### src/rtl/npc_pkg.sv
// Shared NPC encodings: sequencer state encoding and the decoded-field values
// that the decoder and the exec sequencer must agree on.
package npc_pkg;

    localparam logic [2:0] WD_MEM    = 3'b100;
    localparam logic [2:0] CSR_ECALL = 3'b010;
    localparam logic [2:0] CSR_MRET  = 3'b011;
    localparam logic [2:0] CSR_RW    = 3'b101;
    localparam logic [2:0] CSR_RS    = 3'b110;

    localparam logic [2:0] ST_IF_REQ  = 3'd0;
    localparam logic [2:0] ST_IF_WAIT = 3'd1;
    localparam logic [2:0] ST_EX      = 3'd2;
    localparam logic [2:0] ST_LS_REQ  = 3'd3;
    localparam logic [2:0] ST_LS_WAIT = 3'd4;
    localparam logic [2:0] ST_ERR     = 3'd5;

    typedef enum logic [2:0] {
        S_IF_REQ  = ST_IF_REQ,
        S_IF_WAIT = ST_IF_WAIT,
        S_EX      = ST_EX,
        S_LS_REQ  = ST_LS_REQ,
        S_LS_WAIT = ST_LS_WAIT,
        S_ERR     = ST_ERR
    } seq_state_e;

    function automatic logic is_mem_op(input logic mem_write, input logic [2:0] wd_src);
        return mem_write | (wd_src == WD_MEM);
    endfunction

    function automatic logic is_csr_write(input logic [2:0] csr_ctr);
        return (csr_ctr == CSR_RW) || (csr_ctr == CSR_RS);
    endfunction

endpackage

### src/rtl/seq_watchdog.sv
// Per-state stall watchdog: counts cycles spent in a waiting state and flags
// the last permitted cycle so the sequencer can divert to its error state.
module seq_watchdog #(
    parameter int unsigned TIMEOUT = 255
) (
    input  logic clk,
    input  logic rst,
    input  logic clr,
    input  logic en,
    output logic expired
);

    localparam int unsigned CW = (TIMEOUT > 32'd0) ? $clog2(TIMEOUT + 32'd1) : 1;
    // Count value seen during the TIMEOUT-th cycle of a state (first cycle reads 0).
    localparam logic [CW-1:0] LIMIT = (TIMEOUT > 32'd0) ? CW'(TIMEOUT - 32'd1) : '0;
    localparam logic ENABLED = (TIMEOUT != 32'd0);

    logic [CW-1:0] count_q;
    logic [CW-1:0] count_d;

    // Next count: clear on state change, advance while waiting.
    always_comb begin
        count_d = count_q;
        if (clr) begin
            count_d = '0;
        end else if (en && ENABLED) begin
            count_d = count_q + CW'(1);
        end else begin
            count_d = count_q;
        end
    end

    // Count register.
    always_ff @(posedge clk) begin
        if (rst) begin
            count_q <= '0;
        end else begin
            count_q <= count_d;
        end
    end

    assign expired = ENABLED && en && (count_q == LIMIT);

endmodule

### src/rtl/exec_sequencer.sv
// Multi-cycle fetch/execute/load-store sequencer; owns the IFU/LSU handshakes
// and gates every architectural write so each instruction commits once.
module exec_sequencer
    import npc_pkg::*;
#(
    parameter int unsigned TIMEOUT = 255
) (
    input  logic       clk,
    input  logic       rst,
    output logic       ifu_req_valid,
    input  logic       ifu_req_ready,
    input  logic       ifu_resp_valid,
    output logic       ifu_resp_ready,
    output logic       inst_we,
    input  logic       reg_write,
    input  logic       mem_write,
    input  logic [2:0] wd_src,
    input  logic [2:0] csr_ctr,
    output logic       lsu_req_valid,
    output logic       lsu_req_wen,
    input  logic       lsu_req_ready,
    input  logic       lsu_resp_valid,
    output logic       lsu_resp_ready,
    output logic       rf_we,
    output logic       pc_we,
    output logic       csr_we,
    output logic       ecall_commit,
    output logic       mret_commit,
    output logic       retire,
    output logic       err
);

    seq_state_e state_q;
    seq_state_e state_d;
    logic       wd_en;
    logic       wd_clr;
    logic       wd_expired;

    assign wd_en  = (state_q == S_IF_REQ) || (state_q == S_IF_WAIT) ||
                    (state_q == S_LS_REQ) || (state_q == S_LS_WAIT);
    assign wd_clr = (state_d != state_q);

    seq_watchdog #(
        .TIMEOUT (TIMEOUT)
    ) u_watchdog (
        .clk     (clk),
        .rst     (rst),
        .clr     (wd_clr),
        .en      (wd_en),
        .expired (wd_expired)
    );

    // State register.
    always_ff @(posedge clk) begin
        if (rst) begin
            state_q <= S_IF_REQ;
        end else begin
            state_q <= state_d;
        end
    end

    // Next state and state-gated outputs; everything is forced low while in reset.
    always_comb begin
        state_d        = state_q;
        ifu_req_valid  = 1'b0;
        ifu_resp_ready = 1'b0;
        inst_we        = 1'b0;
        lsu_req_valid  = 1'b0;
        lsu_req_wen    = 1'b0;
        lsu_resp_ready = 1'b0;
        rf_we          = 1'b0;
        pc_we          = 1'b0;
        csr_we         = 1'b0;
        ecall_commit   = 1'b0;
        mret_commit    = 1'b0;
        retire         = 1'b0;
        err            = 1'b0;
        if (rst) begin
            state_d = S_IF_REQ;
        end else begin
            case (state_q)
                S_IF_REQ: begin
                    ifu_req_valid = 1'b1;
                    if (ifu_req_ready) begin
                        state_d = S_IF_WAIT;
                    end else if (wd_expired) begin
                        state_d = S_ERR;
                    end else begin
                        state_d = S_IF_REQ;
                    end
                end
                S_IF_WAIT: begin
                    ifu_resp_ready = 1'b1;
                    if (ifu_resp_valid) begin
                        inst_we = 1'b1;
                        state_d = S_EX;
                    end else if (wd_expired) begin
                        state_d = S_ERR;
                    end else begin
                        state_d = S_IF_WAIT;
                    end
                end
                S_EX: begin
                    if (is_mem_op(mem_write, wd_src)) begin
                        state_d = S_LS_REQ;
                    end else begin
                        rf_we        = reg_write;
                        pc_we        = 1'b1;
                        retire       = 1'b1;
                        csr_we       = is_csr_write(csr_ctr);
                        ecall_commit = (csr_ctr == CSR_ECALL);
                        mret_commit  = (csr_ctr == CSR_MRET);
                        state_d      = S_IF_REQ;
                    end
                end
                S_LS_REQ: begin
                    lsu_req_valid = 1'b1;
                    lsu_req_wen   = mem_write;
                    if (lsu_req_ready) begin
                        state_d = S_LS_WAIT;
                    end else if (wd_expired) begin
                        state_d = S_ERR;
                    end else begin
                        state_d = S_LS_REQ;
                    end
                end
                S_LS_WAIT: begin
                    lsu_resp_ready = 1'b1;
                    if (lsu_resp_valid) begin
                        // Stores never write rd even if the decoder flags it.
                        rf_we   = reg_write & ~mem_write;
                        pc_we   = 1'b1;
                        retire  = 1'b1;
                        state_d = S_IF_REQ;
                    end else if (wd_expired) begin
                        state_d = S_ERR;
                    end else begin
                        state_d = S_LS_WAIT;
                    end
                end
                S_ERR: begin
                    err     = 1'b1;
                    state_d = S_ERR;
                end
                default: begin
                    state_d = S_ERR;
                end
            endcase
        end
    end

endmodule

### config.mk
export PLATFORM = sky130hd
export DESIGN_NAME = exec_sequencer
export DESIGN_NICKNAME = d
export VERILOG_FILES = /design/src/rtl/npc_pkg.sv /design/src/rtl/seq_watchdog.sv /design/src/rtl/exec_sequencer.sv
export SDC_FILE = /design/constraint.sdc
export NUM_CORES = 1
export LEC_CHECK = 0
export CAP_MARGIN = 20
export CORE_MARGIN = 8
export CORE_UTILIZATION = 49
export DETAILED_ROUTE_END_ITERATION = 8
export GPL_ROUTABILITY_DRIVEN = 0
export PLACE_DENSITY = 0.93
export SYNTH_ARGS = -nofsm -noshare
export SYNTH_HDL_FRONTEND = slang
export SYNTH_HIERARCHICAL = 1
export SYNTH_SLANG_ARGS = --single-unit
### constraint.sdc
create_clock -name clk -period 4.25 [get_ports clk]
set_clock_uncertainty 0.15 [all_clocks]
set_input_delay 0.425 -clock clk [delete_from_list [all_inputs] [get_ports clk]]
set_output_delay 0.425 -clock clk [all_outputs]
set_load 0.05 [all_outputs]
# After elaboration in Yosys (flattened, before gate mapping)
# Index checks and enable logic that the tools add are counted.
[totals]
reg_bits = 11
output_inout_bits = 13
[classes]
mux = 43
n_bitwise = 3
addsub = 1
reduce_logical = 7
eq_ne = 12
[op_table]
columns = ["cell", "count"]
rows = [
  ["2-to-1 mux 1 bit", 31],
  ["2-to-1 mux 3 bit", 8],
  ["equality test 3 bit (second input constant)", 5],
  ["case mux 3 bit (5 select lines)", 1],
  ["equality test 3 x 2 -> 1 bit (second input constant)", 4],
  ["adder 8 x 1 -> 8 bit (second input constant)", 1],
  ["equality test 8 bit (second input constant)", 1],
  ["logical OR 1 bit", 4],
  ["case mux 1 bit (2 select lines)", 2],
  ["equality test 3 x 1 -> 1 bit (second input constant)", 1],
  ["logical NOT 3 bit", 1],
  ["!= test 3 bit", 1],
  ["2-to-1 mux 2 bit", 1],
  ["OR reduction 2 bit", 1],
  ["bitwise AND 1 bit", 1],
  ["logical AND 1 bit", 1],
  ["inverter 1 bit", 1],
  ["OR 1 bit", 1],
]

# Depth between registers and ports, before layout
[depth]
ltp_word = 11
depth_mapped = 13
ltp_nobuf = 10

# Modules after synthesis
# The synthesis kept the hierarchy.
[modules_own_cells]
columns = ["mod", "cells_per_inst", "instances", "seq_area_each_um2", "area_each_um2"]
rows = [
  ["exec_sequencer", 71, 1, 60.1, 501.7],
  ["seq_watchdog", 42, 1, 160.2, 377.9],
]

# Least setup slack after synthesis
# No wires, ideal clock.
[synth_timing]
kind = "input-to-output"
from = "input wd_src[2]"
to = "output ecall_commit"
setup_slack_ps = 1247
t_required_ps = 3675
arrival_time_ps = 2428
cell_stages = 4
path_cell_list = "nor3b_1 nor2_1 nand3_1 nor4b_1"
[synth_between]
elab_chain_len = 5
[synth_rtl]
columns = ["element", "line_no", "source"]
rows = [
  ["start: declaration", "exec_sequencer.sv:17", "input logic [2:0] wd_src,"],
  ["equality test 3 bit", "npc_pkg.sv:28", "return mem_write | (wd_src == WD_MEM);"],
  ["OR 1 bit", "npc_pkg.sv:28", ""],
  ["2-to-1 mux 1 bit", "exec_sequencer.sv:104", "if (is_mem_op(mem_write, wd_src)) begin"],
  ["2-to-1 mux 1 bit", "exec_sequencer.sv:81", "case (state_q)"],
  ["2-to-1 mux 1 bit", "exec_sequencer.sv:78", "if (rst) begin"],
  ["end: declaration", "exec_sequencer.sv:27", "output logic ecall_commit,"],
]
# No other way between the ends.

# Worst setup path after layout
[layout_timing]
from = "register state_q[0]"
to = "register u_watchdog.count_q[1]"
[layout_between]
elab_chain_len = 11
word_cells_on_any_way = 21
classes_between = "5 x eq/ne; 10 x mux; 6 x reduce/logical"
[layout_rtl]
columns = ["element", "line_no", "source"]
rows = [
  ["start: declaration", "exec_sequencer.sv:33", "seq_state_e state_q;"],
  ["start signal: assignment", "exec_sequencer.sv:58", "state_q <= state_d;"],
  ["equality test 3 x 1 -> 1 bit / logical NOT 3 bit (equally long branches)", "exec_sequencer.sv:39", "assign wd_en = (state_q == S_IF_REQ) || (state_q == S_IF_WAIT) ||"],
  ["logical OR 1 bit (2 in a row)", "exec_sequencer.sv:39", ""],
  ["logical OR 1 bit (*)", "exec_sequencer.sv:40", "(state_q == S_LS_REQ) || (state_q == S_LS_WAIT);"],
  ["net wd_en", "exec_sequencer.sv:35", "logic wd_en;"],
  ["logical AND 1 bit (*)", "seq_watchdog.sv:42", "assign expired = ENABLED && en && (count_q == LIMIT);"],
  ["net wd_expired", "exec_sequencer.sv:37", "logic wd_expired;"],
  ["2-to-1 mux 1 bit, or another cell as far along", "exec_sequencer.sv:135", "end else if (wd_expired) begin"],
  ["2-to-1 mux 3 bit (on tied branches)", "--", ""],
  ["case mux 3 bit (5 select lines) (*)", "exec_sequencer.sv:81", ""],
  ["2-to-1 mux 3 bit (*)", "exec_sequencer.sv:78", ""],
  ["!= test 3 bit (*)", "exec_sequencer.sv:41", "assign wd_clr = (state_d != state_q);"],
  ["net wd_clr", "exec_sequencer.sv:36", "logic wd_clr;"],
  ["OR reduction 2 bit (no source line) (*)", "--", ""],
  ["end signal: assignment", "seq_watchdog.sv:38", "count_q <= count_d;"],
  ["end: declaration", "seq_watchdog.sv:18", "logic [CW-1:0] count_q;"],
]
# Mark *: on every way through the listed nets, which the timed path passes. The rest lies on a longest branch.
# A chain may end at the register's enable or synchronous reset.

==> results.ini <==
[status]
status = finished clean

[synth]
ys_warn_count = 6
ys_ff_latch = 11
syn_inst = 113
seq_area_frac_synth_pct = 25.0
synth_edf_count = 0
ys_types = 44
synth-main-ff-cell = dfxtp_1
synthArstFlopShare_pct = 0
syn_avg_cell_area_um2 = 7.78
syn_nets = 129
syn_area_um2 = 880

[global_route]
grt_max_degree = 25
grt_pass1_wl_um = 3760
grt.total_usage_pct = 13.5
grt_pass1_vias = 832
antenna_found_initial = 0
grt_overflow_total = 0

[setup_path]
worstRegToRegCells = 9
crit_path_end_kind = flop
rrSetupSlack_ns = 1.04
start_kind = flop
endpoint = u_watchdog/count_q[1]$_SDFFE_PP0P_
crit_start = state_q[0]$_SDFF_PP0_
critical_path_arrival_ns = 3.25
crit_fanout = 24
rr_startpoint = state_q[0]$_SDFF_PP0_
rr_endpoint = u_watchdog/count_q[1]$_SDFFE_PP0P_
cp.required_ns = 4.29
crit_type = reg -> reg

[sta]
finalSetupViolations = 0
worstMarginPinSlew_ns = 0.737
slew_viol_final = 0
post-route-period-util_pct = 75.6
grt_setup_unrepaired = no
fin_setup_tns_ns = 0
finalHoldViolCount = 0
max_freq_ghz = 0.311
slew-limit-headroom_pct = 50.8
period_needed_ns = 3.21
fin_ws_ns = 1.04

[power]
finalPower_uw = 273
leakage_uw = 0.000371
ir_drop_v = 0.000190
power_density_nw_per_um2 = 239

[final_layout]
fill_cells = 139
final_util_pct = 67.0
multi_input_area_um2 = 584
syn2layout_area_growth_pct = 30.2
antennaDiodeCount = 0
final_nets = 152
drive_above_1_share_pct = 8.15
seq_area_um2 = 220

[routing]
wl_per_cell_um = 13.9
vias = 935
via_per_inst = 5.84
drtAntennaViolNets = 0
wl_um = 2220
firstDrtPassIters = 4
drt_iter0_markers = 29
drc = 0

[floorplan]
io_pins = 27
die_area_um2 = 3410
core_um2 = 1710
die_h_um = 58.4
start_util_pct = 51.5
chipWidth_um = 58.4
placementRows = 15

[place]
port_buffers = 26
place_ws_ns = 1.12
post-dp-hpwl_um = 1750

[cts]
clock_path_buffers = 2
cts_resized = 0
clk_latency_ns = 0.27
cts_setup_buffers = 0
cts_tree = yes
clkSlewWorstSetupHoldPaths_ns = 0.07
cts-root-buf = clkbuf_4
cts-htree-levels = 1
cts_made_buffers = 3
clock-sinks = 11
ctsHoldBuffers = 0

[hold_path]
worstHoldPathType = reg -> reg

[flow_run]
maxCapViolations = 0

[layout make-up]
| type | instances | share of cell area [%] |
|---|---|---|
| clock buffer | 4 | 2.30 |
| timing repair buffer | 26 | 22.7 |
| tap | 25 | 2.73 |
| inverter | 6 | 1.97 |
| sequential | 11 | 19.2 |
| multi-input combinational | 88 | 51.0 |
[sequential cells by signal, indices dropped and copies added, names as in the netlist]
signal              count
state_q                 3
u_watchdog/count_q      8
[cell usage in the layout, fill, tap and decap left out, drive strengths merged, types with 5 or more instances in the layout]
cell           netlist  layout
nor2                13      13
nand4                5       5
clkdlybuf4s50        0      26
dfxtp               11      11
nand2                7       7
o21ai                9       9
inv                  6       6
[power by group]
group | internal (uW) | switching, uW
sequential | 109 | 15.6
clock | 36.4 | 34.8
combinational | 37.0 | 40.5
total | 182 | 90.8
[Yosys cell counts, types with 2 or more instances]
master | number | area share, %
or2_2 | 2 | 1.4
and2_1 | 2 | 1.4
nand3_1 | 2 | 1.1
buf_2 | 3 | 1.7
o21ai_0 | 8 | 4.6
or3_1 | 3 | 2.1
ha_1 | 2 | 2.8
xor2_1 | 4 | 4.0
nor3_1 | 3 | 1.7
nor2b_1 | 3 | 2.1
dfxtp_1 | 11 | 25
a21oi_1 | 4 | 2.3
nor4_1 | 3 | 2.1
and3_1 | 2 | 1.4
o21a_1 | 4 | 3.4
nand2_1 | 6 | 2.6
inv_1 | 6 | 2.6
a211oi_1 | 2 | 1.7
buf_4 | 3 | 2.6
nand4_1 | 4 | 2.8
nor2_1 | 13 | 5.5
[routing by layer]
layer	up-vias	share of wire [%]	track usage [%]	wire length (um)
li1	456	-	-	-
met1	429	38	14.9	848
met4	0	3.2	7.69	70
met5	-	0	0	0
met3	7	8.9	3.04	198
met2	43	50	23.1	1110
[how the worst min path moves through the flow]
stage | startpoint | endpoint | slack, ns | depth (start not counted)
after CTS | u_watchdog/count_q[7]$_SDFFE_PP0P_ | u_watchdog/count_q[7]$_SDFFE_PP0P_ | 0.35 | 2
after detailed placement | u_watchdog/count_q[7]$_SDFFE_PP0P_ | u_watchdog/count_q[7]$_SDFFE_PP0P_ | 0.34 | 2
after global routing | u_watchdog/count_q[7]$_SDFFE_PP0P_ | u_watchdog/count_q[7]$_SDFFE_PP0P_ | 0.39 | 2
after global placement | u_watchdog/count_q[7]$_SDFFE_PP0P_ | u_watchdog/count_q[7]$_SDFFE_PP0P_ | 0.32 | 2
after floorplan | u_watchdog/count_q[7]$_SDFFE_PP0P_ | u_watchdog/count_q[7]$_SDFFE_PP0P_ | 0.31 | 2
final | u_watchdog/count_q[7]$_SDFFE_PP0P_ | u_watchdog/count_q[7]$_SDFFE_PP0P_ | 0.35 | 2
[worst max-delay path, cell delays in order, from the launching register on]
cell and delay [ns]:
dfxtp_1 0.80, o21a_1 0.37, nand4_4 0.18, nor2_1 0.34
nor2_1 0.13, o221a_1 0.28, o21ai_1 0.14, o211ai_1 0.10
or2_2 0.40, a211oi_1 0.23
[cells by family (layout without fill, tap and decap cells)]
family / count (synthesis) / count (layout) / share of synthesized area (%)
AND/OR/NAND/NOR: 51 / 51 / 33.6
flip-flops: 11 / 11 / 25.0
AO/OA/AOI/OAI: 30 / 30 / 25.0
adder cells (fa/ha/maj): 2 / 2 / 2.84
XOR/XNOR: 5 / 5 / 4.98
buffers and inverters: 14 / 36 / 8.53
[per-stage QoR]
| stage | instance area [um^2] | instances | hold slack [ns] |
|---|---|---|---|
| global placement | 1120 | 156 | 0.322 |
| CTS | 1140 | 160 | 0.349 |
| detailed placement | 1120 | 156 | 0.338 |
| finish | 1140 | 160 | 0.352 |
| global route | 1140 | 160 | 0.385 |
| floorplan | 880 | 113 | 0.308 |
Note: power is estimated with default switching activity, not from simulation.
